File: src/rtl/pipe_spawn_sched.sv
// Pipe slot scheduler: hands out a fixed pool of pipe slots at a fixed spawn interval,
// gives each new pipe a pseudo-random gap height, and freezes with the game state.
module pipe_spawn_sched #(
  parameter int          N_PIPES        = 3,
  parameter int          SPAWN_INTERVAL = 148500000,
  parameter int          CNT_W          = 32,
  parameter int          GAP_W          = 10,
  parameter int          GAP_MIN        = 120,
  parameter logic [15:0] LFSR_SEED      = 16'hACE1
) (
  input  logic                     clk,
  input  logic                     rst,
  input  logic                     game_run,
  input  logic                     game_over,
  input  logic [N_PIPES-1:0]       pipe_done,
  output logic [N_PIPES-1:0]       pipe_start,
  output logic [N_PIPES-1:0]       pipe_active,
  output logic [N_PIPES*GAP_W-1:0] gap_y,
  output logic [15:0]              pipes_spawned,
  output logic                     halted
);

  typedef enum logic [1:0] {
    S_IDLE  = 2'd0,
    S_SPAWN = 2'd1,
    S_WAIT  = 2'd2,
    S_HALT  = 2'd3
  } state_t;

  localparam logic [CNT_W-1:0] CNT_LAST = CNT_W'(SPAWN_INTERVAL - 1);

  state_t                     state_q, state_d;
  logic [CNT_W-1:0]           cnt_q, cnt_d;
  logic [15:0]                lfsr_q, lfsr_d;
  logic [N_PIPES-1:0]         start_q, start_d;
  logic [N_PIPES-1:0]         active_q, active_d;
  logic [N_PIPES*GAP_W-1:0]   gap_q, gap_d;
  logic [15:0]                spawned_q, spawned_d;
  logic                       halted_q, halted_d;

  logic [N_PIPES-1:0]         free_slots;
  logic [N_PIPES-1:0]         slot_oh;
  logic                       slot_found;
  logic [GAP_W-1:0]           new_gap;
  logic [15:0]                lfsr_step;

  // A slot whose pipe leaves this very cycle is already reusable.
  assign free_slots = ~active_q | pipe_done;
  assign new_gap    = GAP_W'(GAP_MIN) + GAP_W'(lfsr_q[7:0]);
  assign lfsr_step  = {lfsr_q[14:0], lfsr_q[15] ^ lfsr_q[13] ^ lfsr_q[12] ^ lfsr_q[10]};

  always_comb begin
    slot_oh    = '0;
    slot_found = 1'b0;
    for (int i = 0; i < N_PIPES; i++) begin
      if (free_slots[i] && !slot_found) begin
        slot_oh[i] = 1'b1;
        slot_found = 1'b1;
      end
    end
  end

  always_comb begin
    // NOTE: every next-state signal gets a default first so no path can infer a latch.
    state_d   = state_q;
    cnt_d     = cnt_q;
    lfsr_d    = lfsr_q;
    start_d   = '0;
    active_d  = active_q;
    gap_d     = gap_q;
    spawned_d = spawned_q;

    unique case (state_q)
      S_IDLE: begin
        active_d  = '0;
        spawned_d = '0;
        cnt_d     = '0;
        if (game_run) state_d = S_SPAWN;
      end

      S_SPAWN, S_WAIT: begin
        active_d = active_q & ~pipe_done;
        if (game_over) begin
          state_d = S_HALT;
        end else if (game_run) begin
          if (state_q == S_SPAWN) begin
            if (slot_found) begin
              start_d  = slot_oh;
              active_d = active_d | slot_oh;
              for (int i = 0; i < N_PIPES; i++) begin
                if (slot_oh[i]) gap_d[i*GAP_W +: GAP_W] = new_gap;
              end
              lfsr_d    = lfsr_step;
              spawned_d = (spawned_q == 16'hFFFF) ? spawned_q : spawned_q + 16'd1;
              cnt_d     = CNT_W'(1);
              state_d   = S_WAIT;
            end
          end else if (cnt_q == CNT_LAST) begin
            state_d = S_SPAWN;
          end else begin
            cnt_d = cnt_q + CNT_W'(1);
          end
        end
      end

      S_HALT: begin
        // Pipes stay drawn until the game leaves HALT; the LFSR keeps its state.
        if (!game_over && !game_run) begin
          state_d   = S_IDLE;
          active_d  = '0;
          spawned_d = '0;
          cnt_d     = '0;
        end
      end

      default: state_d = S_IDLE;
    endcase

    halted_d = (state_d == S_HALT);
  end

  // NOTE: sequential state uses non-blocking assignments so all registers update together.
  always_ff @(posedge clk) begin
    if (rst) begin
      state_q   <= S_IDLE;
      cnt_q     <= '0;
      lfsr_q    <= LFSR_SEED;
      start_q   <= '0;
      active_q  <= '0;
      gap_q     <= '0;
      spawned_q <= '0;
      halted_q  <= 1'b0;
    end else begin
      state_q   <= state_d;
      cnt_q     <= cnt_d;
      lfsr_q    <= lfsr_d;
      start_q   <= start_d;
      active_q  <= active_d;
      gap_q     <= gap_d;
      spawned_q <= spawned_d;
      halted_q  <= halted_d;
    end
  end

  assign pipe_start    = start_q;
  assign pipe_active   = active_q;
  assign gap_y         = gap_q;
  assign pipes_spawned = spawned_q;
  assign halted        = halted_q;

endmodule

File: config.mk
export PLATFORM = sky130hd
export DESIGN_NAME = pipe_spawn_sched
export DESIGN_NICKNAME = d
export VERILOG_FILES = /design/src/rtl/pipe_spawn_sched.sv
export SDC_FILE = /design/constraint.sdc
export NUM_CORES = 1
export LEC_CHECK = 0
export CORE_MARGIN = 3
export CORE_UTILIZATION = 40
export CTS_BUF_LIST = sky130_fd_sc_hd__clkbuf_2
export DETAILED_ROUTE_END_ITERATION = 7
export DONT_BUFFER_PORTS = 1
export HOLD_SLACK_MARGIN = 0.03
export PLACE_DENSITY = 0.67
export SETUP_SLACK_MARGIN = 0.5
export SLEW_MARGIN = 15
export SYNTH_ARGS = -nofsm -noshare
export SYNTH_HDL_FRONTEND = slang
export SYNTH_SLANG_ARGS = --single-unit
File: constraint.sdc
create_clock -name clk -period 2.1 [get_ports clk]
set_input_delay 0.63 -clock clk [delete_from_list [all_inputs] [get_ports clk]]
set_output_delay 0.63 -clock clk [all_outputs]
set_load 0.1 [all_outputs]
==> qor.csv <==
stage,metric,value,unit
sta,clk_skew,0.0478,ns
sta,Tmin final,2.24,ns
setup_path,Worst Setup Path Type,reg -> reg,
drt,number of remaining DRC errors,0,
finish,share of cells above drive strength 1,0.490,
setup_path,reg2reg start,state_q[0]$_SDFF_PP0_,
finish,most frequent cells in the layout,"57 x buf_4, 55 x nand2_1, 55 x buf_12",
sta,Final Cycle Share,1.07,
logic_synthesis,Yosys warnings,0,
die,Ports,60,
clocking,clk_lat worst skew,0.62,ns
logic_synthesis,ys flop type,dfxtp_1,
finish,ant diodes,0,
logic_synthesis,synthesized area,4790,um2
run_status,status,"finished, violations left",
finish,Fillers,764,
drt,Vias,5512,
sta,RSZ-0062 raised after global routing,true,
logic_synthesis,"Async S/R FF share, synth",0,
finish,post-route insts no fill,875,
setup_path,FF-to-FF path depth,8,
drt,routed wire length,18200,um
drt,Via density,6.30,
die,full die area,13300,um2
setup_path,CP arrival,2.78,ns
min_path,Hold Crit Class,in -> reg,
sta,fmax,0.446,GHz
global_route,number of global-route vias before repair,5217,
die,Row Count,39,
min_path,worst hold path startpoint,rst,
logic_synthesis,post-synthesis cell type count,56,
logic_synthesis,post-synth top area cell,dfxtp_1,
min_path,Worst Hold Path Cells,2,
setup_path,Critical path origin,state_q[0]$_SDFF_PP0_,
die,DIE HEIGHT,115,um
place,DP Cell Count,794,
place,Port-buffer cells,0,
logic_synthesis,cell count after synthesis,592,
flow_run,max-cap violation count,0,
clocking,clk slew on worst S/H paths,0.26,ns
drt,DR iter-0 viols,432,
drt,Post-DRT Antenna Nets,0,
drt,DR pass1 iterations,7,
place,routability congestion estimate,0.892,
die,DIE WIDTH,115,um
power,Worst VDD drop,430,uV
global_route,first-pass GRT wire length,25600,um
run_status,failing checks,setup timing,
clocking,TritonCTS Buffers,9,
setup_path,Worst setup SP type,register,
power,Leakage,2.65,nW
global_route,pin count of the biggest net entering global routing,39,
logic_synthesis,"EDFF count, synth",0,
die,Initial Utilization,0.414,
drt,DR WL/cell,20.8,um
setup_path,crit path max fanout,6,
global_route,antenna violations before repair,0,
power,power per cell area,599,nW/um2
sta,Slew Limit Headroom,0.525,
setup_path,Worst path slowest cell,or4_4,
clocking,# clock sinks,100,
sta,Pins Over Slew Limit,0,
clocking,clk root buf,clkbuf_2,
die,CORE AREA,11600,um2
sta,Final Hold Viols,0,
setup_path,"Buf+Inv Stages, Crit Path",2,
finish,"commonest non-fill, non-tap cell in the layout",buf_4,
logic_synthesis,register bit total from synthesis,100,
setup_path,worst stage delay on the critical path,0.42,ns
sta,final setup fails,50,
finish,synth-to-layout area growth,65.2,%
logic_synthesis,share of the synthesized area in the top cell type,0.418,
setup_path,cell family with most CP delay,simple AND/OR/NAND/NOR gates,
setup_path,Worst path depth,8,
sta,Hold WS,0.182,ns
global_route,gr ovfl total,0,
clocking,CTS tree,built,
finish,Total Nets Final,741,
setup_path,CP endpoint kind,register,
logic_synthesis,sequential element share of the synthesized area,0.418,
sta,Worst Slack Setup Final,-0.143,ns
place,dpl hpwl,9180,um
setup_path,worst-path cell chain,ha_4 > or3b_4 > a31oi_1 > buf_4 > o2111ai_4 > buf_6 > or4_4 > a21oi_2,
clocking,Max Buffers Root-to-Sink,2,
setup_path,worst endpoint required time,2.64,ns
clocking,H-tree depth,3,
global_route,GRT Total Usage,0.240,
logic_synthesis,Post-Syn Area per Cell,8.08,um2
sta,Worst Tran Pin Value,0.710,ns
logic_synthesis,"top cells by area, synth","dfxtp_1 42%, nand2_1 6.6%, a21oi_1 6.4%",
## synthesized netlist by cell type (2+ instances only)
| master | n |
|---|---|
| a211o_1 | 2 |
| a211oi_1 | 10 |
| a21oi_1 | 61 |
| a31oi_1 | 3 |
| a32o_1 | 2 |
| a32oi_1 | 2 |
| a41oi_1 | 3 |
| and2_1 | 2 |
| and3_1 | 5 |
| buf_2 | 4 |
| buf_4 | 5 |
| clkbuf_1 | 25 |
| dfxtp_1 | 100 |
| ha_1 | 7 |
| inv_1 | 16 |
| mux2i_1 | 6 |
| nand2_1 | 84 |
| nand2b_1 | 2 |
| nand3_1 | 22 |
| nand3b_1 | 4 |
| nand4_1 | 16 |
| nand4b_1 | 2 |
| nor2_1 | 47 |
| nor2b_1 | 4 |
| nor3_1 | 14 |
| nor3b_1 | 2 |
| nor4_1 | 9 |
| nor4b_1 | 4 |
| o2111ai_1 | 6 |
| o211a_1 | 2 |
| o211ai_1 | 10 |
| o21a_1 | 2 |
| o21ai_0 | 26 |
| o21ai_1 | 2 |
| o31a_1 | 2 |
| o31ai_1 | 18 |
| or2_2 | 3 |
| or3_1 | 16 |
| or4_1 | 17 |
| or4b_1 | 2 |
| xnor2_1 | 7 |
| xor2_1 | 2 |
## stage by stage
step            util  setup TNS (ns)  instance area (um2)  worst slack (ns)  power, mW
2_1_floorplan      -           -1.76                 5100            -0.176       2.78
3_3_place_gp   0.499           -3.32                 5770            -0.188       3.05
3_5_place_dp   0.499           -4.70                 5770            -0.298       3.07
4_1_cts        0.631          -0.160                 7300           -0.0590       4.47
5_1_grt        0.684           -6.79                 7910            -0.209       4.90
6_report       0.684           -2.75                 7910            -0.143       4.73
## logic make-up after synthesis
kind of cell / after synthesis / share of synthesized area
fa+ha+maj: 7 / 0.0183
flops: 100 / 0.418
compound gates: 158 / 0.212
simple gates: 260 / 0.277
other cells: 1 / 0.000784
buf+inv: 51 / 0.0450
mux: 6 / 0.0125
xor+xnor: 9 / 0.0165
## routing by layer
| metal | wire (um) | track usage | up-vias |
|---|---|---|---|
| li1 | - | - | 2461 |
| met1 | 6870 | 0.288 | 2673 |
| met2 | 9180 | 0.411 | 289 |
| met3 | 1280 | 0.0611 | 89 |
| met4 | 856 | 0.0931 | 0 |
| met5 | 0 | 0 | - |
## area by class of cell
| type | instances | area, um2 | area share |
|---|---|---|---|
| multi-input combinational | 447 | 3400 | 0.430 |
| tap | 143 | 179 | 0.0226 |
| timing repair buffer | 153 | 2020 | 0.256 |
| sequential | 100 | 2120 | 0.268 |
| clock inverter | 6 | 71.3 | 0.00902 |
| inverter | 16 | 65.1 | 0.00823 |
| clock buffer | 10 | 50.0 | 0.00633 |
## where the power goes
part | switching, mW | leakage (nW) | internal [mW] | total [mW]
Clock | 0.696 | 0.0744 | 0.293 | 0.989
Combinational | 1.01 | 1.74 | 0.730 | 1.74
Sequential | 0.0591 | 0.839 | 1.94 | 2.00
## state kept, by name (all words and copies together) (netlist names)
name	flops
pipe_active	3
pipe_start	3
cnt_q	32
halted	1
state_q	2
lfsr_q	16
pipes_spawned	16
gap_y	27
## what timing repair did
item | CTS | global route
hold buffers | 2 | 1
setup buffers | 38 | 16
endpoints found under the setup margin | 148 | 148
gates resized for setup | 256 | 124
endpoints found under the hold margin | 38 | 11
pin swaps | 66 | 61
gates cloned | 7 | 1
## final timing paths
path,endpoint,slack [ns]
max,cnt_q[22]$_SDFFE_PP0P_,-0.14
min reg2reg,lfsr_q[8]$_SDFFE_PP0P_,0.49
max reg2reg,cnt_q[22]$_SDFFE_PP0P_,-0.14
min,state_q[0]$_SDFF_PP0_,0.18
Power figures use the tool's default switching activity.
